==> src/rtl/vga_pkg.sv <==
// vga_pkg: default 640x480 timing constants, pixel-coordinate type and a window-decode helper
package vga_pkg;

    localparam int H_VISIBLE_DEF = 640;
    localparam int H_FRONT_DEF   = 16;
    localparam int H_SYNC_DEF    = 96;
    localparam int H_BACK_DEF    = 48;
    localparam int H_TOTAL_DEF   = H_VISIBLE_DEF + H_FRONT_DEF + H_SYNC_DEF + H_BACK_DEF;

    localparam int V_VISIBLE_DEF = 480;
    localparam int V_FRONT_DEF   = 10;
    localparam int V_SYNC_DEF    = 2;
    localparam int V_BACK_DEF    = 33;
    localparam int V_TOTAL_DEF   = V_VISIBLE_DEF + V_FRONT_DEF + V_SYNC_DEF + V_BACK_DEF;

    typedef logic [9:0] coord_t;

    function automatic logic in_window(coord_t v, coord_t lo, coord_t hi);
        return v >= lo && v < hi;
    endfunction

endpackage

==> src/rtl/vga_scan_gen_if.sv <==
// vga_scan_gen_if: VGA scan outputs toward the colour mapper; frame_cnt exists only with VGA_FRAME_COUNT_EN
interface vga_scan_gen_if;
    import vga_pkg::*;

    logic   VGA_CLK;
    logic   VGA_HS;
    logic   VGA_VS;
    logic   VGA_BLANK_N;
    coord_t DrawX;
    coord_t DrawY;
    logic   frame_start;
    logic   line_start;
`ifdef VGA_FRAME_COUNT_EN
    logic [15:0] frame_cnt;

    modport master (output VGA_CLK, VGA_HS, VGA_VS, VGA_BLANK_N, DrawX, DrawY,
                    frame_start, line_start, frame_cnt);
    modport slave  (input  VGA_CLK, VGA_HS, VGA_VS, VGA_BLANK_N, DrawX, DrawY,
                    frame_start, line_start, frame_cnt);
`else
    modport master (output VGA_CLK, VGA_HS, VGA_VS, VGA_BLANK_N, DrawX, DrawY,
                    frame_start, line_start);
    modport slave  (input  VGA_CLK, VGA_HS, VGA_VS, VGA_BLANK_N, DrawX, DrawY,
                    frame_start, line_start);
`endif

endinterface

==> src/rtl/vga_mod_counter.sv <==
// vga_mod_counter: modulo-N counter with enable, synchronous active-low clear and terminal-count flag
module vga_mod_counter #(
    parameter int N = 800,
    parameter int W = 10
) (
    input  logic         clk,
    input  logic         clr_n,
    input  logic         en,
    output logic [W-1:0] count,
    output logic         tc
);

    localparam logic [W-1:0] LAST = W'(N - 1);

    // Advance when enabled, folding back to zero after the last state
    always_ff @(posedge clk)
        count <= !clr_n ? '0 : en ? (tc ? '0 : count + 1'b1) : count;

    assign tc = count == LAST;

endmodule

==> src/rtl/vga_scan_gen.sv <==
// vga_scan_gen: VGA raster scan generator (pixel clock, sync, blanking, coordinates); optional frame_cnt via VGA_FRAME_COUNT_EN
module vga_scan_gen
    import vga_pkg::*;
#(
    parameter int H_VISIBLE = H_VISIBLE_DEF,
    parameter int H_FRONT   = H_FRONT_DEF,
    parameter int H_SYNC    = H_SYNC_DEF,
    parameter int H_BACK    = H_BACK_DEF,
    parameter int V_VISIBLE = V_VISIBLE_DEF,
    parameter int V_FRONT   = V_FRONT_DEF,
    parameter int V_SYNC    = V_SYNC_DEF,
    parameter int V_BACK    = V_BACK_DEF
) (
    input  logic           Clk,
    input  logic           Reset,
    vga_scan_gen_if.master vga
);

    localparam int H_TOTAL = H_VISIBLE + H_FRONT + H_SYNC + H_BACK;
    localparam int V_TOTAL = V_VISIBLE + V_FRONT + V_SYNC + V_BACK;

    localparam coord_t H_VIS = coord_t'(H_VISIBLE);
    localparam coord_t V_VIS = coord_t'(V_VISIBLE);
    localparam coord_t HS_LO = coord_t'(H_VISIBLE + H_FRONT);
    localparam coord_t HS_HI = coord_t'(H_VISIBLE + H_FRONT + H_SYNC);
    localparam coord_t VS_LO = coord_t'(V_VISIBLE + V_FRONT);
    localparam coord_t VS_HI = coord_t'(V_VISIBLE + V_FRONT + V_SYNC);

    logic   pix_en;
    coord_t hc;
    coord_t vc;
    logic   hc_tc;
    logic   vc_tc;
    logic   line_end;

    // Pixel enable runs at half the system clock and doubles as VGA_CLK
    always_ff @(posedge Clk)
        pix_en <= Reset ? ~pix_en : 1'b0;

    assign line_end = pix_en & hc_tc;

    vga_mod_counter #(.N(H_TOTAL), .W(10)) u_hc (
        .clk   (Clk),
        .clr_n (Reset),
        .en    (pix_en),
        .count (hc),
        .tc    (hc_tc)
    );

    vga_mod_counter #(.N(V_TOTAL), .W(10)) u_vc (
        .clk   (Clk),
        .clr_n (Reset),
        .en    (line_end),
        .count (vc),
        .tc    (vc_tc)
    );

    // Decode sync and blanking straight from the counter registers so they line up with DrawX/DrawY
    always_comb begin
        vga.VGA_CLK     = pix_en;
        vga.DrawX       = hc;
        vga.DrawY       = vc;
        vga.VGA_HS      = ~in_window(hc, HS_LO, HS_HI);
        vga.VGA_VS      = ~in_window(vc, VS_LO, VS_HI);
        vga.VGA_BLANK_N = hc < H_VIS && vc < V_VIS;
        vga.line_start  = line_end;
        vga.frame_start = line_end & vc_tc;
    end

`ifdef VGA_FRAME_COUNT_EN
    logic [15:0] frame_cnt_q;

    // Count completed frames, rolling over naturally at 16 bits
    always_ff @(posedge Clk)
        frame_cnt_q <= !Reset ? '0 : (line_end & vc_tc) ? frame_cnt_q + 1'b1 : frame_cnt_q;

    assign vga.frame_cnt = frame_cnt_q;
`endif

endmodule

==> src/flat_wrapper.sv <==
// flat-port wrapper written by rule: the top's interface ports become plain ports
module vga_scan_gen_flat import vga_pkg::*;
#(
    parameter int H_VISIBLE = H_VISIBLE_DEF,
    parameter int H_FRONT   = H_FRONT_DEF,
    parameter int H_SYNC    = H_SYNC_DEF,
    parameter int H_BACK    = H_BACK_DEF,
    parameter int V_VISIBLE = V_VISIBLE_DEF,
    parameter int V_FRONT   = V_FRONT_DEF,
    parameter int V_SYNC    = V_SYNC_DEF,
    parameter int V_BACK    = V_BACK_DEF
)
  (Clk, Reset, vga_VGA_CLK, vga_VGA_HS, vga_VGA_VS, vga_VGA_BLANK_N, vga_DrawX, vga_DrawY, vga_frame_start, vga_line_start);
  vga_scan_gen_if vga_i ();
  input  logic Clk;
  input  logic Reset;
  output wire logic [$bits(vga_i.VGA_CLK)-1:0] vga_VGA_CLK;
  output wire logic [$bits(vga_i.VGA_HS)-1:0] vga_VGA_HS;
  output wire logic [$bits(vga_i.VGA_VS)-1:0] vga_VGA_VS;
  output wire logic [$bits(vga_i.VGA_BLANK_N)-1:0] vga_VGA_BLANK_N;
  output wire logic [$bits(vga_i.DrawX)-1:0] vga_DrawX;
  output wire logic [$bits(vga_i.DrawY)-1:0] vga_DrawY;
  output wire logic [$bits(vga_i.frame_start)-1:0] vga_frame_start;
  output wire logic [$bits(vga_i.line_start)-1:0] vga_line_start;
  assign vga_VGA_CLK = vga_i.VGA_CLK;
  assign vga_VGA_HS = vga_i.VGA_HS;
  assign vga_VGA_VS = vga_i.VGA_VS;
  assign vga_VGA_BLANK_N = vga_i.VGA_BLANK_N;
  assign vga_DrawX = vga_i.DrawX;
  assign vga_DrawY = vga_i.DrawY;
  assign vga_frame_start = vga_i.frame_start;
  assign vga_line_start = vga_i.line_start;
  vga_scan_gen #(.H_VISIBLE(H_VISIBLE), .H_FRONT(H_FRONT), .H_SYNC(H_SYNC), .H_BACK(H_BACK), .V_VISIBLE(V_VISIBLE), .V_FRONT(V_FRONT), .V_SYNC(V_SYNC), .V_BACK(V_BACK)) u_core (.Clk(Clk), .Reset(Reset), .vga(vga_i));
endmodule
==> config.mk <==
export PLATFORM = sky130hd
export DESIGN_NAME = vga_scan_gen_flat
export DESIGN_NICKNAME = d
export VERILOG_FILES = /design/src/rtl/vga_pkg.sv /design/src/rtl/vga_scan_gen_if.sv /design/src/rtl/vga_mod_counter.sv /design/src/rtl/vga_scan_gen.sv /design/src/flat_wrapper.sv
export SDC_FILE = /design/constraint.sdc
export NUM_CORES = 1
export LEC_CHECK = 0
export CAP_MARGIN = 20
export CELL_PAD_IN_SITES_DETAIL_PLACEMENT = 1
export CELL_PAD_IN_SITES_GLOBAL_PLACEMENT = 1
export CORE_MARGIN = 3
export CORE_UTILIZATION = 38
export CTS_CLUSTER_DIAMETER = 200
export CTS_CLUSTER_SIZE = 20
export DETAILED_ROUTE_END_ITERATION = 6
export GPL_TIMING_DRIVEN = 0
export PLACE_DENSITY = 0.93
export RECOVER_POWER = 100
export SYNTH_ARGS = -nofsm -noshare
export SYNTH_HDL_FRONTEND = slang
export SYNTH_HIERARCHICAL = 1
export SYNTH_SLANG_ARGS = --single-unit
==> constraint.sdc <==
create_clock -name Clk -period 3.9 [get_ports Clk]
set_input_delay 0.78 -clock Clk [delete_from_list [all_inputs] [get_ports Clk]]
set_output_delay 0.78 -clock Clk [all_outputs]
set_load 0.03 [all_outputs]
==> out/metrics.yaml <==
status:
  status: "completed"
placed_design:
  placed_area_mm2: 0.001394
  dp_hpwl_um: 2379
  gp_congestion: 0.7588
  io_buffers: 27
  place_ws_ns: 0.8715
setup_path:
  path_delay_family: "simple AND/OR/NAND/NOR gates"
  cp-start-kind: "flip-flop"
  cp.arrival_ns: 2.72
  crit_cells: 6
  required_ns: 3.12
  cp_cell_sequence: "ha_1 -> nand4b_1 -> or3_2 -> nor3_1 -> and2_0 -> dlygate4sd3_1"
  slowest_stage: "dlygate4sd3_1"
  cp_max_fo: 4
  endpoint_kind: "output port"
  cp_num_buf_inv: 1
  worstSetupPathType: "flip-flop to output port"
  critical_path.max_stage_delay_ns: 0.75
  reg2reg_depth: 9
synth:
  synth_area_mm2: 0.001086
  synth_simple_gate_area_share_pct: 31.80
  synthCells: 122
  syn_area_per_cell_um2: 8.902
  yosysMostFrequentCell: "dfxtp_1"
  synthTopCellsByArea: "dfxtp_1 (39%), xnor2_1 (6.5%), nor2_1 (6.2%)"
  synth_xor_area_share_pct: 10.48
  ys.flop_type: "dfxtp_1"
  synth_cell_types: 36
  yosysTopAreaCellShare_pct: 38.71
  synth_top_area_cell: "dfxtp_1"
  ys_ff_latch: 21
  ys_warn_count: 6
  synth_nets: 127
  synth_edf_count: 0
  synth_fa_ha_area_share_pct: 3.456
  synth_top_family_by_area: "simple AND/OR/NAND/NOR gates"
  ys_seq_area_share_pct: 38.71
  synth_mux_area_share_pct: 1.843
  async_reset_ff_share_pct: 0
  synth_compound_area_share_pct: 9.677
  synth_commonest_cells: "dfxtp_1 (21), nor2_1 (18), xnor2_1 (8), inv_1 (7)"
floorplan:
  die_h_um: 59.46
  io_pins: 28
  die_area_mm2: 0.003535
  start_util_pct: 41.93
  rows: 18
  die_w_um: 59.46
  coreArea_mm2: 0.002590
timing:
  tns_ns: 0
  rsz0062_at_grt: "no"
  fmax_ghz: 0.2856
  worst_slew_pin_slew_ns: 1.221
  final_hold_viol_count: 0
  slew_viol_final: 0
  holdWs_ns: 0.5004
  min_period_ns: 3.501
  fin_worst_skew_ns: 0.007482
  setup_viol: 0
  max_slew_margin_pct: 17.72
  layout_setup_ws_ns: 0.3986
  fin_crit_sh_pct: 89.78
power_and_ir_drop:
  leakage_nw: 0.5324
  p_per_area_mw_per_mm2: 253.9
  peakVddDrop_v: 0.0001389
routing:
  first_pass_iters: 4
  vias_per_cell: 5.656
  vias: 1035
  wl_um: 3282
  avgRoutedWirePerCell_um: 17.93
  drtIter0Drc: 20
  ant_nets: 0
  drc_errors: 0
grt:
  grt_overflow: 0
  grt_use_total_pct: 21.04
  grt_pass1_wl_um: 5547
  grt_pass1_vias: 1075
  grt_max_degree: 12
  antenna_found_initial: 0
job:
  maxCapViolations: 0
layout:
  layout-drive-gt1-share_pct: 5.882
  area_delta_synth_final_pct: 27.53
  layout.nets: 159
  fillers: 309
  antennaDiodeCount: 0
  final_area_mm2: 0.001385
clocking:
  clk_path_buf_depth: 2
  clkLatencyLatePin_ns: 0.30
  ctsResizeCount: 0
  cts_tree: "yes"
  clock_sinks: 21
  htree_levels: 1
  cts-root-buf: "clkbuf_4"
  hold_buffers: 0
  numCtsBuffers: 3
  cts_setup_buffers: 0
  clk_pin_slew_worst_paths_ns: 0.12
hold_path:
  holdPathStages: 1
  hold_path.class: "flip-flop to flip-flop"
through the flow:
| stage | power, W | utilization [%] | cells |
|---|---|---|---|
| 6_report | 0.0003517 | 53.48 | 183 |
| 5_1_grt | 0.0003699 | 53.48 | 183 |
| 4_1_cts | 0.0003581 | 54.83 | 183 |
| 3_5_place_dp | 0.0002511 | 53.82 | 179 |
| 3_3_place_gp | 0.0002490 | 53.82 | 179 |
| 2_1_floorplan | 0.0002402 | - | 122 |
path summary, 6_finish.rpt:
check	startpoint	end	slack [ns]
worst max-delay path	u_core/u_hc/count[0]$_SDFFE_PN0P_	vga_line_start	0.40
worst max register to register	u_core/u_hc/count[0]$_SDFFE_PN0P_	u_core/u_vc/count[8]$_SDFFE_PN0P_	0.85
worst min register to register	u_core/vga.VGA_CLK$_SDFF_PN0_	u_core/vga.VGA_CLK$_SDFF_PN0_	0.50
worst min-delay path	u_core/vga.VGA_CLK$_SDFF_PN0_	u_core/vga.VGA_CLK$_SDFF_PN0_	0.50
cell families (layout without fill, tap and decap cells):
family                   after synthesis  after routing
XOR/XNOR                              13             13
multiplexers                           2              2
buffers and inverters                 10             41
adder cells (fa/ha/maj)                3              3
AND/OR/NAND/NOR                       59             59
AO/OA/AOI/OAI                         14             14
flip-flops                            21             21
sequential cells by signal, indices dropped and copies added (netlist names):
name and count:
u_core/vga.VGA_CLK 1, u_core/u_vc/count 10, u_core/u_hc/count 10
power by group:
| part | total [W] | internal, W | switching (W) |
|---|---|---|---|
| clock | 0.000108 | 0.0000398 | 0.0000682 |
| sequential | 0.000220 | 0.000217 | 0.00000328 |
| combinational | 0.0000232 | 0.00000846 | 0.0000148 |
| total | 0.000352 | 0.000265 | 0.0000862 |
layer usage:
metal | vias to the layer above | GRT usage, % | wire length [µm]
li1 | 493 | - | -
met1 | 515 | 27.87 | 1457
met2 | 21 | 34.01 | 1676
met3 | 6 | 2.614 | 87
met4 | 0 | 9.061 | 61
met5 | - | 0 | 0
cell usage in the layout, fill, tap and decap left out:
cell type,instances
nor2_1,18
nand2_1,6
clkbuf_1,3
nand4b_1,1
nand2_2,1
a21oi_1,4
and3_1,4
nor2b_1,1
o31ai_1,4
nor4_2,1
or3_1,1
ha_1,3
o21ai_0,2
clkbuf_4,3
xor2_1,5
or3_2,1
mux2i_1,2
and2_0,2
nor4b_1,2
or4_1,5
and4b_1,1
nand4_1,7
xnor2_1,8
dlygate4sd3_1,27
dfxtp_1,21
a21oi_2,1
inv_1,7
o21a_1,1
buf_2,1
and3_2,1
a41o_1,1
nand3_1,4
nor3_1,3
a211oi_1,1
layout make-up:
class                      count  area [µm²]  share of cell area, %
sequential                    21       420.4                  30.35
multi-input combinational     91       591.8                  42.73
tap                           30       37.54                  2.710
buffer                         3       12.51                 0.9033
timing repair buffer          27       270.3                  19.51
clock buffer                   4       26.28                  1.897
inverter                       7       26.28                  1.897
Note: power is estimated with default switching activity, not from simulation.
